**src/rtl/ch_timing_pkg.sv**
```systemverilog
// Shared types and defaults for the bit-timing scheduler and its quantum prescaler.
package ch_timing_pkg;

  localparam int PRESC_W_DEFAULT = 8;
  localparam int TQ_W_DEFAULT    = 5;

  typedef enum logic [1:0] {
    IDLE  = 2'd0,
    SYNC  = 2'd1,
    TSEG1 = 2'd2,
    TSEG2 = 2'd3
  } seg_state_t;

  function automatic logic majority3(input logic a, input logic b, input logic c);
    return (a & b) | (a & c) | (b & c);
  endfunction

endpackage

```
**src/rtl/tq_prescaler.sv**
```systemverilog
// Time-quantum prescaler: divides clk by presc+1 and flags the last clock of each quantum.
module tq_prescaler
  import ch_timing_pkg::*;
#(
  parameter int PRESC_W = PRESC_W_DEFAULT
) (
  input  logic               clk,
  input  logic               resetN,
  input  logic               restart,
  input  logic [PRESC_W-1:0] presc,
  output logic [PRESC_W-1:0] count,
  output logic               tq_tick
);

  logic [PRESC_W-1:0] count_reg;

  assign count   = count_reg;
  assign tq_tick = (count_reg == presc);

  always_ff @(posedge clk or negedge resetN) begin
    if (!resetN) begin
      count_reg <= '0;
    end else if (restart || tq_tick) begin
      count_reg <= '0;
    end else begin
      count_reg <= count_reg + 1'b1;
    end
  end

endmodule

```
**src/rtl/bit_sample_sched.sv**
```systemverilog
// Bit timing scheduler: walks SYNC/TSEG1/TSEG2 per bit, issues sample strobes,
// votes the sampled bit and performs hard synchronisation on idle-bus falling edges.
module bit_sample_sched
  import ch_timing_pkg::*;
#(
  parameter int PRESC_W = PRESC_W_DEFAULT,
  parameter int TQ_W    = TQ_W_DEFAULT
) (
  input  logic               clk,
  input  logic               resetN,
  input  logic               enable,
  input  logic [PRESC_W-1:0] cfgPresc,
  input  logic [TQ_W-1:0]    cfgTseg1,
  input  logic [TQ_W-1:0]    cfgTseg2,
  input  logic               rateSelector,
  input  logic               rxIn,
  input  logic               busIdle,
  output logic               samplePulse,
  output logic               bitStart,
  output logic               sampledBit,
  output logic               bitValid,
  output logic               cfgErr
);

  seg_state_t         state_reg, state_next;
  logic [PRESC_W-1:0] presc_reg;
  logic [TQ_W-1:0]    tseg1_reg, tseg2_reg;
  logic               rate_reg;
  logic [TQ_W-1:0]    seg_cnt_reg, seg_cnt_next;
  logic               rx_prev_reg;
  logic [1:0]         samples_reg;
  logic               sampled_bit_reg;
  logic               bit_valid_reg;
  logic               cfg_err_reg;

  logic [PRESC_W-1:0] presc_count;
  logic               tq_tick;
  logic               presc_restart;
  logic               cfg_legal;
  logic               start_bit;
  logic               in_tseg;
  logic               hard_sync;
  logic               tseg1_last;
  logic               tseg2_last;
  logic               in_window;
  logic               final_sample;

  tq_prescaler #(
    .PRESC_W (PRESC_W)
  ) u_presc (
    .clk     (clk),
    .resetN  (resetN),
    .restart (presc_restart),
    .presc   (presc_reg),
    .count   (presc_count),
    .tq_tick (tq_tick)
  );

  // Triple sampling needs two quanta before the sample point inside TSEG1.
  assign cfg_legal = (cfgTseg1 != '0) && (cfgTseg2 != '0) &&
                     !(rateSelector && (cfgTseg1 < TQ_W'(3)));

  assign start_bit  = (state_reg == IDLE) && enable && cfg_legal && !cfg_err_reg;
  assign in_tseg    = (state_reg == TSEG1) || (state_reg == TSEG2);
  assign hard_sync  = enable && busIdle && rx_prev_reg && !rxIn && in_tseg;
  assign tseg1_last = (seg_cnt_reg == tseg1_reg - 1'b1);
  assign tseg2_last = (seg_cnt_reg == tseg2_reg - 1'b1);
  assign in_window  = rate_reg ? (seg_cnt_reg >= tseg1_reg - TQ_W'(3)) : tseg1_last;

  assign presc_restart = (state_reg == IDLE) || hard_sync || !enable;
  assign final_sample  = samplePulse && tseg1_last;

  assign sampledBit = sampled_bit_reg;
  assign bitValid   = bit_valid_reg;
  assign cfgErr     = cfg_err_reg;

  always_ff @(posedge clk or negedge resetN) begin
    if (!resetN) begin
      state_reg <= IDLE;
    end else begin
      state_reg <= state_next;
    end
  end

  always_comb begin
    state_next = state_reg;
    if (!enable) begin
      state_next = IDLE;
    end else begin
      case (state_reg)
        IDLE: begin
          if (start_bit) state_next = SYNC;
        end
        SYNC: begin
          if (tq_tick) state_next = TSEG1;
        end
        TSEG1: begin
          if (hard_sync)                    state_next = SYNC;
          else if (tq_tick && tseg1_last)   state_next = TSEG2;
        end
        TSEG2: begin
          if (hard_sync)                    state_next = SYNC;
          else if (tq_tick && tseg2_last)   state_next = SYNC;
        end
        default: state_next = IDLE;
      endcase
    end
  end

  // A falling edge in the same cycle as a sample point restarts the bit instead.
  always_comb begin
    samplePulse = 1'b0;
    bitStart    = 1'b0;
    if ((state_reg == TSEG1) && enable && tq_tick && in_window && !hard_sync) begin
      samplePulse = 1'b1;
    end
    if ((state_reg == SYNC) && (presc_count == '0)) begin
      bitStart = 1'b1;
    end
  end

  always_comb begin
    seg_cnt_next = seg_cnt_reg;
    if ((state_next != state_reg) || hard_sync) begin
      seg_cnt_next = '0;
    end else if (tq_tick && in_tseg) begin
      seg_cnt_next = seg_cnt_reg + 1'b1;
    end
  end

  always_ff @(posedge clk or negedge resetN) begin
    if (!resetN) begin
      presc_reg       <= '0;
      tseg1_reg       <= '0;
      tseg2_reg       <= '0;
      rate_reg        <= 1'b0;
      seg_cnt_reg     <= '0;
      rx_prev_reg     <= 1'b1;
      samples_reg     <= 2'b11;
      sampled_bit_reg <= 1'b1;
      bit_valid_reg   <= 1'b0;
      cfg_err_reg     <= 1'b0;
    end else begin
      rx_prev_reg   <= rxIn;
      seg_cnt_reg   <= seg_cnt_next;
      bit_valid_reg <= final_sample;

      if (start_bit) begin
        presc_reg <= cfgPresc;
        tseg1_reg <= cfgTseg1;
        tseg2_reg <= cfgTseg2;
        rate_reg  <= rateSelector;
      end

      if (samplePulse) begin
        samples_reg <= {samples_reg[0], rxIn};
      end

      if (final_sample) begin
        sampled_bit_reg <= rate_reg ? majority3(samples_reg[1], samples_reg[0], rxIn) : rxIn;
      end

      if (!enable) begin
        cfg_err_reg <= 1'b0;
      end else if ((state_reg == IDLE) && !cfg_legal) begin
        cfg_err_reg <= 1'b1;
      end
    end
  end

endmodule

```
**config.mk**
```make
export PLATFORM = sky130hd
export DESIGN_NAME = bit_sample_sched
export DESIGN_NICKNAME = d
export VERILOG_FILES = /design/src/rtl/ch_timing_pkg.sv /design/src/rtl/tq_prescaler.sv /design/src/rtl/bit_sample_sched.sv
export SDC_FILE = /design/constraint.sdc
export NUM_CORES = 1
export LEC_CHECK = 0
export CAP_MARGIN = 10
export CORE_MARGIN = 2
export CORE_UTILIZATION = 40
export CTS_BUF_LIST = sky130_fd_sc_hd__clkbuf_16
export DETAILED_ROUTE_END_ITERATION = 7
export GPL_ROUTABILITY_DRIVEN = 1
export PLACE_DENSITY = 0.61
export SLEW_MARGIN = 20
export SYNTH_ARGS = -nofsm -noshare
export SYNTH_HDL_FRONTEND = slang
export SYNTH_HIERARCHICAL = 1
export SYNTH_SLANG_ARGS = --single-unit
```
**constraint.sdc**
```tcl
create_clock -name clk -period 3 [get_ports clk]
set_clock_uncertainty 0.2 [all_clocks]
set_input_delay 0.3 -clock clk [delete_from_list [all_inputs] [get_ports clk]]
set_output_delay 0.3 -clock clk [all_outputs]
set_load 0.005 [all_outputs]
```
==> flow_summary.json, run 1 <==
{
  "dp_hpwl_microns": 3720,
  "std_cell_rows": 28,
  "ys_seq_area_share_pct": 41.0,
  "pwr-share-clk_pct": 35.3,
  "dpl.cell_count": 323,
  "clock_latency_ns": 0.28,
  "hold_violations": 0,
  "p_leak_nw": 1.32,
  "port_buffers": 28,
  "rsz0062_at_grt": "false",
  "grt_pass1_vias": 1720,
  "final-instance-count-excl-fill": 342,
  "drtIter0Drc": 89,
  "synth_area_sq_um": 2450,
  "place_worst_setup_slack_ns": 0.193,
  "ys_seq_elements": 40,
  "cts_tree": "done",
  "syn2layout_area_growth_pct": 26.7,
  "ys_warn_count": 6,
  "critPathSlowestCell": "dfrtp_1",
  "grt_pass1_wl_microns": 8360,
  "drt-total-wl_microns": 5130,
  "die_area_sq_um": 6770,
  "crit_path_start": "tseg1_reg[0]",
  "synth_fp_nets": 255,
  "worstHoldPathType": "primary input to flip-flop",
  "internal_power_mw": 1.23,
  "reg2reg_depth": 10,
  "power.switching_mw": 0.481,
  "synth.area.top_cells": "dfrtp_1 37%, mux2_2 9.2%, ha_1 5.1%",
  "cpPeakStageDelay_ns": 0.40,
  "cts_sinks": 40,
  "fin_crit_sh_pct": 85.5,
  "arrival_ns": 2.07,
  "cp.buffers_inverters": 3,
  "final_cell_mix": "31 x dfrtp_1, 26 x clkdlybuf4s50_1, 20 x mux2_2, 18 x buf_4, 14 x xnor2_1",
  "cp.depth": 8,
  "num-fill-cells": 513,
  "drive_above_1_share_pct": 28.1,
  "p_seq_share_pct": 39.9,
  "cp_top_family": "compound AO/OA/AOI/OAI gates",
  "cts_root_buf": "clkbuf_16",
  "gp_congestion": 0.797,
  "cap_violations": 0,
  "final-max-slew-violation-count": 0,
  "antenna_found_initial": 0,
  "crit_type": "flip-flop to output port",
  "outcome": "finished clean",
  "fin_util_pct": 52.5,
  "die_x_microns": 82.3,
  "clk_pin_slew_worst_paths_ns": 0.06,
  "setup_ws_ns": 0.434,
  "start_util_pct": 41.4,
  "worst_pin_slew_ns": 0.888,
  "crit_end": "samplePulse",
  "relSlewSlack_pct": 40.8,
  "synth_area_leader_cell": "dfrtp_1",
  "numCtsBuffers": 5,
  "ios": 29,
  "r2r_end": "seg_cnt_reg[4]",
  "regToRegSetupSlack_ns": 0.55,
  "grt_max_degree": 41,
  "final.setup.tns_ns": 0,
  "firstDrtPassIters": 4,
  "r2r-start": "u_presc/count[3]",
  "htreeDepth": 2,
  "cp-start-kind": "flip-flop",
  "vias": 1782,
  "switching_share_pct": 28.2,
  "cp-end-kind": "output port",
  "drc": 0,
  "final_common_cell": "dfrtp_1",
  "p_comb_share_pct": 24.8,
  "peakVddDrop_mv": 0.245,
  "syn_inst": 221,
  "postRouteAntennaNets": 0,
  "nets": 300,
  "wire_per_inst_microns": 15.0,
  "antenna_cells": 0,
  "syn_avg_cell_area_sq_um": 11.1,
  "grt_usage_pct": 16.7,
  "finalCriticalPeriod_ns": 2.57,
  "yosysUniqueCellTypes": 52,
  "power.density_nw_per_um2": 550,
  "yosysTopAreaCellShare_pct": 36.8,
  "clockBufferDepth": 2,
  "core_area_sq_um": 5920,
  "grt_overflow": 0,
  "crit_path_cell_trace": "inv_2, ha_4, nor2b_1, or3_1, a311oi_2, o211ai_2, inv_1, dlymetal6s2s_1",
  "setup-violations-final": 0,
  "max_freq_mhz": 390,
  "die_h_microns": 82.3,
  "crit_fanout": 4,
  "cp.required_ns": 2.50,
  "via_per_inst": 5.21
}
-- per-stage QoR --
| step | hold slack (ns) | area (sq um) | power (mW) |
|---|---|---|---|
| detailed placement | 0.283 | 2820 | 1.09 |
| global placement | 0.287 | 2820 | 1.09 |
| CTS | 0.330 | 3010 | 1.70 |
| finish | 0.325 | 3110 | 1.71 |
| global route | 0.345 | 3110 | 1.80 |
| floorplan | -0.196 | 2450 | 0.965 |
-- synthesized netlist by cell type, drive strengths merged --
| cell | n |
|---|---|
| o2bb2ai | 1 |
| nand3 | 4 |
| and2 | 2 |
| or3 | 5 |
| mux2i | 2 |
| nor3 | 12 |
| nor2b | 5 |
| nor3b | 1 |
| nand4 | 4 |
| a21boi | 1 |
| o2111a | 2 |
| xor3 | 1 |
| nand3b | 2 |
| clkbuf | 4 |
| nand2b | 3 |
| a31o | 2 |
| and3b | 1 |
| a311oi | 1 |
| inv | 11 |
| dfrtp | 36 |
| and4bb | 1 |
| maj3 | 1 |
| a221oi | 3 |
| o21ai | 8 |
| a21oi | 4 |
| dfstp | 4 |
| o21a | 1 |
| nor2 | 3 |
| xnor2 | 14 |
| xor2 | 14 |
| nor4 | 5 |
| nand2 | 12 |
| and3 | 3 |
| a211oi | 9 |
| o211ai | 2 |
| buf | 5 |
| ha | 10 |
| mux2 | 21 |
| or4 | 1 |
-- routing by layer --
metal / track usage, % / wire length [microns]
met5: 0 / 0
met4: 6.50 / 63
met3: 2.83 / 186
met2: 24.5 / 2310
met1: 24.5 / 2570
-- power groups by stage --
| stage | clock network, mW | registers (mW) | logic (mW) |
|---|---|---|---|
| 2_1_floorplan | 0 | 0.658 | 0.307 |
| 3_3_place_gp | 0 | 0.687 | 0.398 |
| 3_5_place_dp | 0 | 0.690 | 0.399 |
| 4_1_cts | 0.613 | 0.681 | 0.405 |
| 5_1_grt | 0.639 | 0.691 | 0.474 |
| 6_report | 0.603 | 0.681 | 0.424 |
-- logic make-up (layout without fill, tap and decap cells) --
family                     after synthesis  in the layout  synth area share, %
adders and majority gates               11             11                 5.51
buffers and inverters                   20             66                 4.08
DFF                                     40             40                 41.0
and+or+nand+nor                         64             64                 16.8
AOI/OAI and AO/OA                       34             34                 10.8
muxes                                   23             23                 10.5
xor gates and xnor gates                29             29                 11.3
-- worst min-delay path by stage --
stage                     startpoint           to  slack [ns]  cells past startpoint
after global routing            rxIn  rx_prev_reg        0.34                      1
after global placement        resetN     bitValid        0.29                      1
after detailed placement      resetN     bitValid        0.28                      1
after floorplan               resetN     bitValid       -0.20                      0
final                           rxIn  rx_prev_reg        0.33                      1
after CTS                       rxIn  rx_prev_reg        0.33                      1
-- repair_timing --
item,in CTS,in global routing
cloned,0,0
endpoints found under the hold margin,36,0
endpoints found under the setup margin,1,1
hold buffers,1,0
buffers inserted,1,9
resized for setup,2,12
pin swaps,2,5
-- layout make-up --
cell class	instances	area, sq um	area share (%)
Clock inverter	3	42.5	1.37
Tap cell	75	93.8	3.02
Sequential cell	40	1010	32.6
Multi-Input combinational cell	161	1370	44.0
Timing Repair Buffer	47	423	13.6
Clock buffer	5	125	4.03
Inverter	11	41.3	1.33
Note: power is estimated with default switching activity, not from simulation.
==> inputs of run 2 (changes only) <==
SKIP_LAST_GASP = 1   (was default)
==> results of run 2 <==
Final layout, timing and power as in run 1 (identical DEF).
==> inputs of run 3 (changes only) <==
REMOVE_ABC_BUFFERS = 1   (was default)
SLEW_MARGIN = default   (was 20)
==> flow_summary.json, run 3 (synthesized netlist as in run 1, its figures left out) <==
{
  "outcome": "finished clean",
  "arrival_ns": 2.05,
  "start_util_pct": 41.4,
  "numCtsBuffers": 5,
  "final.setup.tns_ns": 0,
  "drtIter0Drc": 118,
  "drive_above_1_share_pct": 25.0,
  "port_buffers": 28,
  "cap_violations": 0,
  "rsz0062_at_grt": "false",
  "dp_hpwl_microns": 3640,
  "drc": 0,
  "fin_crit_sh_pct": 85.2,
  "worst_pin_slew_ns": 0.985,
  "power_mw": 1.69,
  "finalCriticalPeriod_ns": 2.55,
  "relSlewSlack_pct": 33.7,
  "cts_root_buf": "clkbuf_16",
  "grt_max_degree": 41,
  "die_h_microns": 82.3,
  "die_x_microns": 82.3,
  "grt_pass1_vias": 1699,
  "core_area_sq_um": 5920,
  "final-max-slew-violation-count": 0,
  "syn2layout_area_growth_pct": 24.3,
  "crit_path_cell_trace": "inv_2, ha_4, inv_1, ha_1, a211oi_1, o21ai_1, o211ai_2, inv_1, dlymetal6s2s_1",
  "antenna_cells": 0,
  "clockBufferDepth": 2,
  "final_common_cell": "dfrtp_1",
  "vias": 1742,
  "worstHoldPathType": "flip-flop to flip-flop",
  "cp.required_ns": 2.50,
  "antenna_found_initial": 0,
  "gp_congestion": 0.854,
  "grt_overflow": 0,
  "whs_ns": 0.328,
  "cts_sinks": 40,
  "dpl.cell_count": 321,
  "std_cell_rows": 28,
  "cts_tree": "done",
  "clock_latency_ns": 0.28,
  "final-instance-count-excl-fill": 335,
  "critPathSlowestCell": "dfrtp_1",
  "place_worst_setup_slack_ns": 0.203,
  "p_leak_nw": 1.29,
  "firstDrtPassIters": 4,
  "power.density_nw_per_um2": 555,
  "cp-start-kind": "flip-flop",
  "htreeDepth": 2,
  "drt-total-wl_microns": 4980,
  "grt_usage_pct": 16.3,
  "peakVddDrop_mv": 0.261,
  "final_cell_mix": "33 x dfrtp_1, 26 x clkdlybuf4s50_1, 20 x mux2_2, 14 x xnor2_1, 13 x xor2_1",
  "max_freq_mhz": 391,
  "hold_violations": 0,
  "crit_fanout": 4,
  "via_per_inst": 5.20,
  "cp-end-kind": "output port",
  "ios": 29,
  "crit_type": "flip-flop to output port",
  "cpPeakStageDelay_ns": 0.40,
  "postRouteAntennaNets": 0,
  "nets": 293,
  "clk_pin_slew_worst_paths_ns": 0.06,
  "cp.buffers_inverters": 4,
  "cp_top_family": "adder cells",
  "wire_per_inst_microns": 14.9,
  "grt_pass1_wl_microns": 8310,
  "die_area_sq_um": 6770,
  "path_common_cell": "inv_1",
  "setup_ws_ns": 0.445,
  "setup-violations-final": 0
}
## run 3: stage by stage
step | area, sq um | util [%]
after floorplan | 2390 | -
after global placement | 2810 | 47.4
after detailed placement | 2810 | 47.4
after CTS | 3010 | 50.9
after global routing | 3050 | 51.5
final | 3050 | 51.5
## run 3: worst paths after layout
check / slack (ns) / cells past startpoint / to / from
worst max-delay path: 0.45 / 9 / samplePulse / tseg1_reg[1]
worst min-delay path: 0.33 / 1 / presc_reg[2] / presc_reg[2]
worst max register to register: 0.47 / 9 / sampledBit / tseg1_reg[1]
worst min register to register: 0.33 / 1 / presc_reg[2] / presc_reg[2]
max in group asynchronous: 1.49 / 2 / u_presc/count[4] / resetN
min in group asynchronous: 0.49 / 2 / presc_reg[3] / resetN
## run 3: routing by layer
layer	wire [microns]	global-route usage, %
met1	2430	23.0
met2	2310	25.4
met3	187	3.80
met4	53	4.00
met5	0	0
## run 3: what timing repair did
action,4_1_cts,5_1_grt
endpoints found under the hold margin,36,0
endpoints found under the setup margin,1,1
hold buffers,1,0
resized for setup,4,7
buffers inserted,3,2
pin swaps,4,3
## run 3: area by class of cell
type | instances | area [sq um]
clock inverters | 3 | 42.5
flip-flops and latches | 40 | 1010
multi-input cells | 161 | 1370
repair buffers | 40 | 370
well taps | 75 | 93.8
inverters | 11 | 41.3
clock buffers | 5 | 125
fillers | 532 | 2870
## run 3: where the power goes
part           internal, mW  total, mW  switching (mW)  leakage (nW)
registers             0.604      0.675          0.0701         0.494
clock network         0.391      0.601           0.210        0.0814
logic                 0.228      0.418           0.189         0.710
